**src/rtl/stg_pkg.sv**
```systemverilog
// Shared types and default constants for the bullet pool scheduler.
// Holds the FSM encoding, the pool defaults and the slot-index type.
package stg_pkg;

    localparam int DEF_NUM_SLOTS  = 16;
    localparam int DEF_NUM_REQ    = 4;
    localparam int DEF_CLEAR_HOLD = 1000;
    localparam int DEF_SLOT_W     = $clog2(DEF_NUM_SLOTS);

    typedef logic [DEF_SLOT_W-1:0] slot_idx_t;

    typedef enum logic [1:0] {
        ST_IDLE  = 2'd0,
        ST_RUN   = 2'd1,
        ST_CLEAR = 2'd2
    } state_t;

endpackage

```
**src/rtl/rr_arbiter.sv**
```systemverilog
// Combinational round-robin arbiter: the search starts at ptr_i and wraps.
// Ports: req_i, ptr_i, en_i in; one-hot gnt_o, winner idx_o, valid_o out.
module rr_arbiter #(
    parameter int NUM_REQ = 4,
    parameter int IDX_W   = (NUM_REQ > 1) ? $clog2(NUM_REQ) : 1
) (
    input  logic [NUM_REQ-1:0] req_i,
    input  logic [IDX_W-1:0]   ptr_i,
    input  logic               en_i,
    output logic [NUM_REQ-1:0] gnt_o,
    output logic [IDX_W-1:0]   idx_o,
    output logic               valid_o
);

    logic [IDX_W:0]   sum;
    logic [IDX_W-1:0] cand;

    always_comb begin
        gnt_o   = '0;
        idx_o   = '0;
        valid_o = 1'b0;
        sum     = '0;
        cand    = '0;
        for (int i = 0; i < NUM_REQ; i++) begin
            // candidate = (ptr + i) mod NUM_REQ, NUM_REQ need not be a power of two
            sum = {1'b0, ptr_i} + (IDX_W+1)'(i);
            if (sum >= (IDX_W+1)'(NUM_REQ))
                sum = sum - (IDX_W+1)'(NUM_REQ);
            cand = sum[IDX_W-1:0];
            if (en_i && !valid_o && req_i[cand]) begin
                valid_o     = 1'b1;
                gnt_o[cand] = 1'b1;
                idx_o       = cand;
            end
        end
    end

endmodule

```
**src/rtl/bullet_pool_scheduler.sv**
```systemverilog
// Round-robin allocator of a shared bullet slot pool with occupancy tracking.
// Ports: clk, hard_reset_n, game_en, game_reset, clear_all, req, release_*
// in; grant, grant_valid, grant_slot, slot_busy, busy_count, pool_full,
// bad_release out (all registered).
module bullet_pool_scheduler
    import stg_pkg::*;
#(
    parameter int NUM_SLOTS  = DEF_NUM_SLOTS,
    parameter int NUM_REQ    = DEF_NUM_REQ,
    parameter int SLOT_W     = $clog2(NUM_SLOTS),
    parameter int CLEAR_HOLD = DEF_CLEAR_HOLD
) (
    input  logic                 clk,
    input  logic                 hard_reset_n,
    input  logic                 game_en,
    input  logic                 game_reset,
    input  logic                 clear_all,
    input  logic [NUM_REQ-1:0]   req,
    output logic [NUM_REQ-1:0]   grant,
    output logic                 grant_valid,
    output logic [SLOT_W-1:0]    grant_slot,
    input  logic                 release_valid,
    input  logic [SLOT_W-1:0]    release_slot,
    output logic [NUM_SLOTS-1:0] slot_busy,
    output logic [SLOT_W:0]      busy_count,
    output logic                 pool_full,
    output logic                 bad_release
);

    localparam int REQ_W  = (NUM_REQ > 1) ? $clog2(NUM_REQ) : 1;
    localparam int CNT_W  = SLOT_W + 1;
    localparam int HOLD_W = (CLEAR_HOLD > 1) ? $clog2(CLEAR_HOLD) : 1;
    localparam logic [HOLD_W-1:0] HOLD_LOAD = HOLD_W'(CLEAR_HOLD - 1);
    localparam logic [CNT_W-1:0]  CNT_FULL  = CNT_W'(NUM_SLOTS);
    localparam logic [REQ_W-1:0]  PTR_LAST  = REQ_W'(NUM_REQ - 1);

    state_t               state_q, state_d;
    logic [REQ_W-1:0]     ptr_q, ptr_d;
    logic [HOLD_W-1:0]    hold_q, hold_d;
    logic [NUM_SLOTS-1:0] busy_q, busy_d;
    logic [CNT_W-1:0]     cnt_q, cnt_d;
    logic [NUM_REQ-1:0]   grant_q, grant_d;
    logic                 gvalid_q, gvalid_d;
    logic [SLOT_W-1:0]    gslot_q, gslot_d;
    logic                 full_q, full_d;
    logic                 badrel_q, badrel_d;

    logic                 free_any;
    logic [SLOT_W-1:0]    free_idx;
    logic                 arb_en;
    logic [NUM_REQ-1:0]   arb_gnt;
    logic [REQ_W-1:0]     arb_idx;
    logic                 arb_valid;
    logic                 rel_ok;

    // Lowest-index free slot, chosen from occupancy before this edge
    always_comb begin
        free_any = 1'b0;
        free_idx = '0;
        for (int i = NUM_SLOTS - 1; i >= 0; i--) begin
            if (!busy_q[i]) begin
                free_any = 1'b1;
                free_idx = SLOT_W'(i);
            end
        end
    end

    // game_reset and clear_all both suppress any grant this cycle
    assign arb_en = (state_q == ST_RUN) && game_en && free_any &&
                    !game_reset && !clear_all;

    rr_arbiter #(
        .NUM_REQ (NUM_REQ),
        .IDX_W   (REQ_W)
    ) u_arb (
        .req_i   (req),
        .ptr_i   (ptr_q),
        .en_i    (arb_en),
        .gnt_o   (arb_gnt),
        .idx_o   (arb_idx),
        .valid_o (arb_valid)
    );

    always_comb begin
        state_d  = state_q;
        ptr_d    = ptr_q;
        hold_d   = hold_q;
        busy_d   = busy_q;
        cnt_d    = cnt_q;
        grant_d  = '0;
        gvalid_d = 1'b0;
        gslot_d  = '0;
        badrel_d = 1'b0;
        rel_ok   = 1'b0;
        if (game_reset) begin
            state_d = ST_IDLE;
            ptr_d   = '0;
            hold_d  = '0;
            busy_d  = '0;
            cnt_d   = '0;
        end else if (clear_all) begin
            state_d = ST_CLEAR;
            hold_d  = HOLD_LOAD;
            busy_d  = '0;
            cnt_d   = '0;
        end else begin
            case (state_q)
                ST_IDLE:  if (game_en) state_d = ST_RUN;
                ST_RUN:   if (!game_en) state_d = ST_IDLE;
                ST_CLEAR: begin
                    if (hold_q == '0)
                        state_d = game_en ? ST_RUN : ST_IDLE;
                    else
                        hold_d = hold_q - HOLD_W'(1);
                end
                default:  state_d = ST_IDLE;
            endcase

            rel_ok   = release_valid && busy_q[release_slot];
            badrel_d = release_valid && !busy_q[release_slot];
            if (rel_ok)
                busy_d[release_slot] = 1'b0;

            if (arb_valid) begin
                busy_d[free_idx] = 1'b1;
                grant_d  = arb_gnt;
                gvalid_d = 1'b1;
                gslot_d  = free_idx;
                ptr_d    = (arb_idx == PTR_LAST) ? '0 : arb_idx + REQ_W'(1);
            end

            if (arb_valid && !rel_ok)
                cnt_d = cnt_q + CNT_W'(1);
            else if (!arb_valid && rel_ok)
                cnt_d = cnt_q - CNT_W'(1);
        end
    end

    assign full_d = (cnt_d == CNT_FULL);

    always_ff @(posedge clk or negedge hard_reset_n) begin
        if (!hard_reset_n) begin
            state_q  <= ST_IDLE;
            ptr_q    <= '0;
            hold_q   <= '0;
            busy_q   <= '0;
            cnt_q    <= '0;
            grant_q  <= '0;
            gvalid_q <= 1'b0;
            gslot_q  <= '0;
            full_q   <= 1'b0;
            badrel_q <= 1'b0;
        end else begin
            state_q  <= state_d;
            ptr_q    <= ptr_d;
            hold_q   <= hold_d;
            busy_q   <= busy_d;
            cnt_q    <= cnt_d;
            grant_q  <= grant_d;
            gvalid_q <= gvalid_d;
            gslot_q  <= gslot_d;
            full_q   <= full_d;
            badrel_q <= badrel_d;
        end
    end

    assign grant       = grant_q;
    assign grant_valid = gvalid_q;
    assign grant_slot  = gslot_q;
    assign slot_busy   = busy_q;
    assign busy_count  = cnt_q;
    assign pool_full   = full_q;
    assign bad_release = badrel_q;

endmodule

```
**config.mk**
```make
export PLATFORM = sky130hd
export DESIGN_NAME = bullet_pool_scheduler
export DESIGN_NICKNAME = d
export VERILOG_FILES = /design/src/rtl/stg_pkg.sv /design/src/rtl/rr_arbiter.sv /design/src/rtl/bullet_pool_scheduler.sv
export SDC_FILE = /design/constraint.sdc
export NUM_CORES = 1
export LEC_CHECK = 0
export CAP_MARGIN = 20
export CORE_ASPECT_RATIO = 0.8
export CORE_UTILIZATION = 40
export DETAILED_ROUTE_END_ITERATION = 10
export GPL_TIMING_DRIVEN = 0
export PLACE_DENSITY = 0.71
export REMOVE_ABC_BUFFERS = 1
export SLEW_MARGIN = 20
export SYNTH_ARGS = -nofsm -noshare
export SYNTH_HDL_FRONTEND = slang
export SYNTH_SLANG_ARGS = --single-unit
export TNS_END_PERCENT = 5
```
**constraint.sdc**
```tcl
create_clock -name clk -period 3.2 [get_ports clk]
set_clock_uncertainty 0.2 [all_clocks]
set_input_delay 0.32 -clock clk [delete_from_list [all_inputs] [get_ports clk]]
set_output_delay 0.32 -clock clk [all_outputs]
set_load 0.005 [all_outputs]
```
==> flow_metrics.tcl <==
set metrics [dict create \
    cp_slowest_stage_delay_ns 0.51 \
    yosys.area.top_type "dfrtp_1" \
    fin_crit_sh 0.9324 \
    insertion_delay_ns 0.29 \
    internal_power_mw 0.8348 \
    drt_iter0_markers 189 \
    seqPwrFrac 0.539 \
    status "finished clean" \
    wl_per_cell_um 15.86 \
    maxCapViolCount 0 \
    setup_viol_count_final 0 \
    worstSetupPathType "flop to flop" \
    viasPerCell 5.740 \
    cp_max_fo 12 \
    synth_area_mm2 0.002875 \
    drtPass1Iterations 4 \
    grt_pass1_wl_mm 11.80 \
    place_congestion 0.8458 \
    hold_class "flop to flop" \
    grt-ovfl-total 0 \
    synth_top_area_share 0.4003 \
    die_y_um 77.83 \
    cts_max_level 2 \
    grt_usage 0.1927 \
    ys_types 57 \
    numCtsBuffers 5 \
    clockBufferDepth 2 \
    fin_crit_ns 2.984 \
    p_sw_mw 0.2874 \
    synth_edf_count 0 \
    maxSlewViolCount 0 \
    critPathBufInv 2 \
    syn_to_final_growth_pct 23.06 \
    p_leak_nw 1.364 \
    grt_max_degree 30 \
    antenna_cells 0 \
    die_x_um 96.79 \
    vias 2514 \
    core_area_mm2 0.006925 \
    crit_family "simple AND/OR/NAND/NOR gates" \
    ys_seq_area_frac 0.4003 \
    hpwl_mm 5.069 \
    synth_ff_type "dfrtp_1" \
    drc_errors 0 \
    arrival_ns 2.99 \
    layout-drive-gt1-share 0.1083 \
    placed_cells 429 \
    multi_input_area_mm2 0.001642 \
    crit_chain "inv_1, ha_2, mux4_2, nor2b_4, o21bai_4, nand2_4, inv_2, a31oi_1, or3_1, nand2_1, nor4b_2" \
    fill_cells 643 \
    seqCellArea_mm2 0.001154 \
    slowest_stage "dfrtp_2" \
    worstPathRequired_ns 3.20 \
    fmax_mhz 335.2 \
    numPortBuffers 45 \
    drtAntennaViolNets 0 \
    hold_violations 0 \
    yosysWarningCount 0 \
    fin_cells 438 \
    start_kind "flop" \
    syn_inst 304 \
    vdd_drop_max_mv 0.1545 \
    yosys-top-cells-area "dfrtp_1 (40%), a21oi_1 (5.2%), ha_1 (4.8%)" \
    cts_tree "done" \
    maxSlewHeadroom 0.3320 \
    clk_transition_reported_paths_ns 0.09 \
    swShare 0.2561 \
    root_buffer "clkbuf_8" \
    fin_nets 375 \
    end_kind "flop" \
    design_area_mm2 0.003538 \
    p_per_area_mw_per_mm2 317.1 \
    initial_core_util 0.4152 \
    clkPwrFrac 0.328 \
    wirelength_mm 6.946 \
    first_global_vias 2414 \
    ys_seq_elements 46 \
    antenna_found_initial 0 \
    async_reset_ff_frac 1.000 \
    power_frac_comb 0.133 \
    synth.avg_cell_area_um2 9.458 \
    die_area_mm2 0.007533 \
    pin_count 46 \
    worst_pin_slew_ns 0.9890 \
    postPlaceCellArea_mm2 0.003416 \
    clkSinkCount 46 \
    rows 27 \
]
-- cell usage after synthesis (4+ instances only) --
master,count
o21ai_0,24
xnor2_1,9
dfrtp_1,46
nand4_1,4
o211ai_1,4
nand2_1,28
xor2_1,5
nand2b_1,6
inv_1,17
nand3b_1,6
clkbuf_1,5
nor2_1,21
nand3_1,12
a21oi_1,30
ha_1,11
nor3_1,10
a222oi_1,4
mux4_2,6
-- sequential cells by signal (all words and copies together) (netlist names) --
signal       flops
bad_release      1
busy_count       5
grant            4
grant_slot       4
grant_valid      1
hold_q          10
pool_full        1
ptr_q            2
slot_busy       16
state_q          2
-- cell type report --
type,count,area share
Timing Repair Buffer,47,0.1344
Clock buffer,7,0.02440
Tap cell,87,0.03076
Inverter,18,0.01909
Multi-Input combinational cell,232,0.4639
Clock inverter,1,0.001414
Sequential cell,46,0.3260
-- power groups by stage --
stage,Sequential (mW),Combinational (mW),Clock (mW)
6_report,0.605,0.149,0.368
5_1_grt,0.607,0.167,0.403
4_1_cts,0.605,0.150,0.379
3_5_place_dp,0.616,0.148,0
3_3_place_gp,0.615,0.142,0
2_1_floorplan,0.614,0.0862,0
-- logic make-up (layout without fill, tap and decap cells) --
logic type | after synthesis | after routing | share of synthesized area
simple gates | 108 | 108 | 0.2015
compound gates | 90 | 90 | 0.2098
flops | 46 | 46 | 0.4003
buf+inv | 26 | 73 | 0.03525
xor+xnor | 14 | 14 | 0.04265
fa+ha+maj | 11 | 11 | 0.04787
mux | 9 | 9 | 0.06266
-- final timing paths --
| check | from | end | slack (ns) | cells after the start |
|---|---|---|---|---|
| setup / recovery | ptr_q[0] | pool_full | 0.22 | 11 |
| hold / removal | state_q[1] | state_q[0] | 0.26 | 1 |
| setup reg to reg | ptr_q[0] | pool_full | 0.22 | 11 |
| hold reg to reg | state_q[1] | state_q[0] | 0.26 | 1 |
| max in group asynchronous | hard_reset_n | ptr_q[0] | 2.02 | 3 |
| min in group asynchronous | hard_reset_n | grant[2] | 0.28 | 2 |
-- routing by layer --
| layer | GRT usage | share of wire | vias up |
|---|---|---|---|
| li1 | - | - | 1204 |
| met1 | 0.2683 | 0.47 | 1221 |
| met2 | 0.3042 | 0.46 | 83 |
| met3 | 0.04505 | 0.063 | 6 |
| met4 | 0.04478 | 0.0098 | 0 |
| met5 | 0 | 0 | - |
-- layout by cell type (no fill, tap or decap), types with 9 or more instances in the layout --
| cell type | instances |
|---|---|
| nand2_1 | 28 |
| inv_1 | 17 |
| ha_1 | 10 |
| nor3_1 | 9 |
| o21ai_0 | 24 |
| a21oi_1 | 29 |
| nor2_1 | 20 |
| xnor2_1 | 9 |
| dfrtp_1 | 44 |
| clkdlybuf4s50_1 | 44 |
| nand3_1 | 12 |
-- worst reg2reg max path, cell delays in order, from the launching register on --
cell      delay (ns)
dfrtp_2         0.51
inv_1           0.16
ha_2            0.42
mux4_2          0.32
nor2b_4         0.16
o21bai_4        0.21
nand2_4         0.16
inv_2           0.09
a31oi_1         0.22
or3_1           0.13
nand2_1         0.07
nor4b_2         0.25
-- per-stage QoR --
step / TNS, ns / power, mW / setup WS (ns) / utilization / hold slack, ns
2_1_floorplan: 0 / 0.7003 / 0.3587 / - / -0.1756
3_3_place_gp: -0.2018 / 0.7575 / -0.1125 / 0.4911 / 0.2293
3_5_place_dp: -0.4536 / 0.7644 / -0.1372 / 0.4932 / 0.07261
4_1_cts: 0 / 1.133 / 0.07542 / 0.5080 / 0.2641
5_1_grt: -0.008295 / 1.177 / -0.008295 / 0.5109 / 0.2745
6_report: 0 / 1.122 / 0.2163 / 0.5109 / 0.2571
-- timing repair --
action	CTS	global route
setup buffers	0	0
hold endpoints to repair	17	0
endpoints found under the setup margin	1	11
gates resized for setup	1	6
hold buffers	1	0
Note: power is estimated with default switching activity, not from simulation.
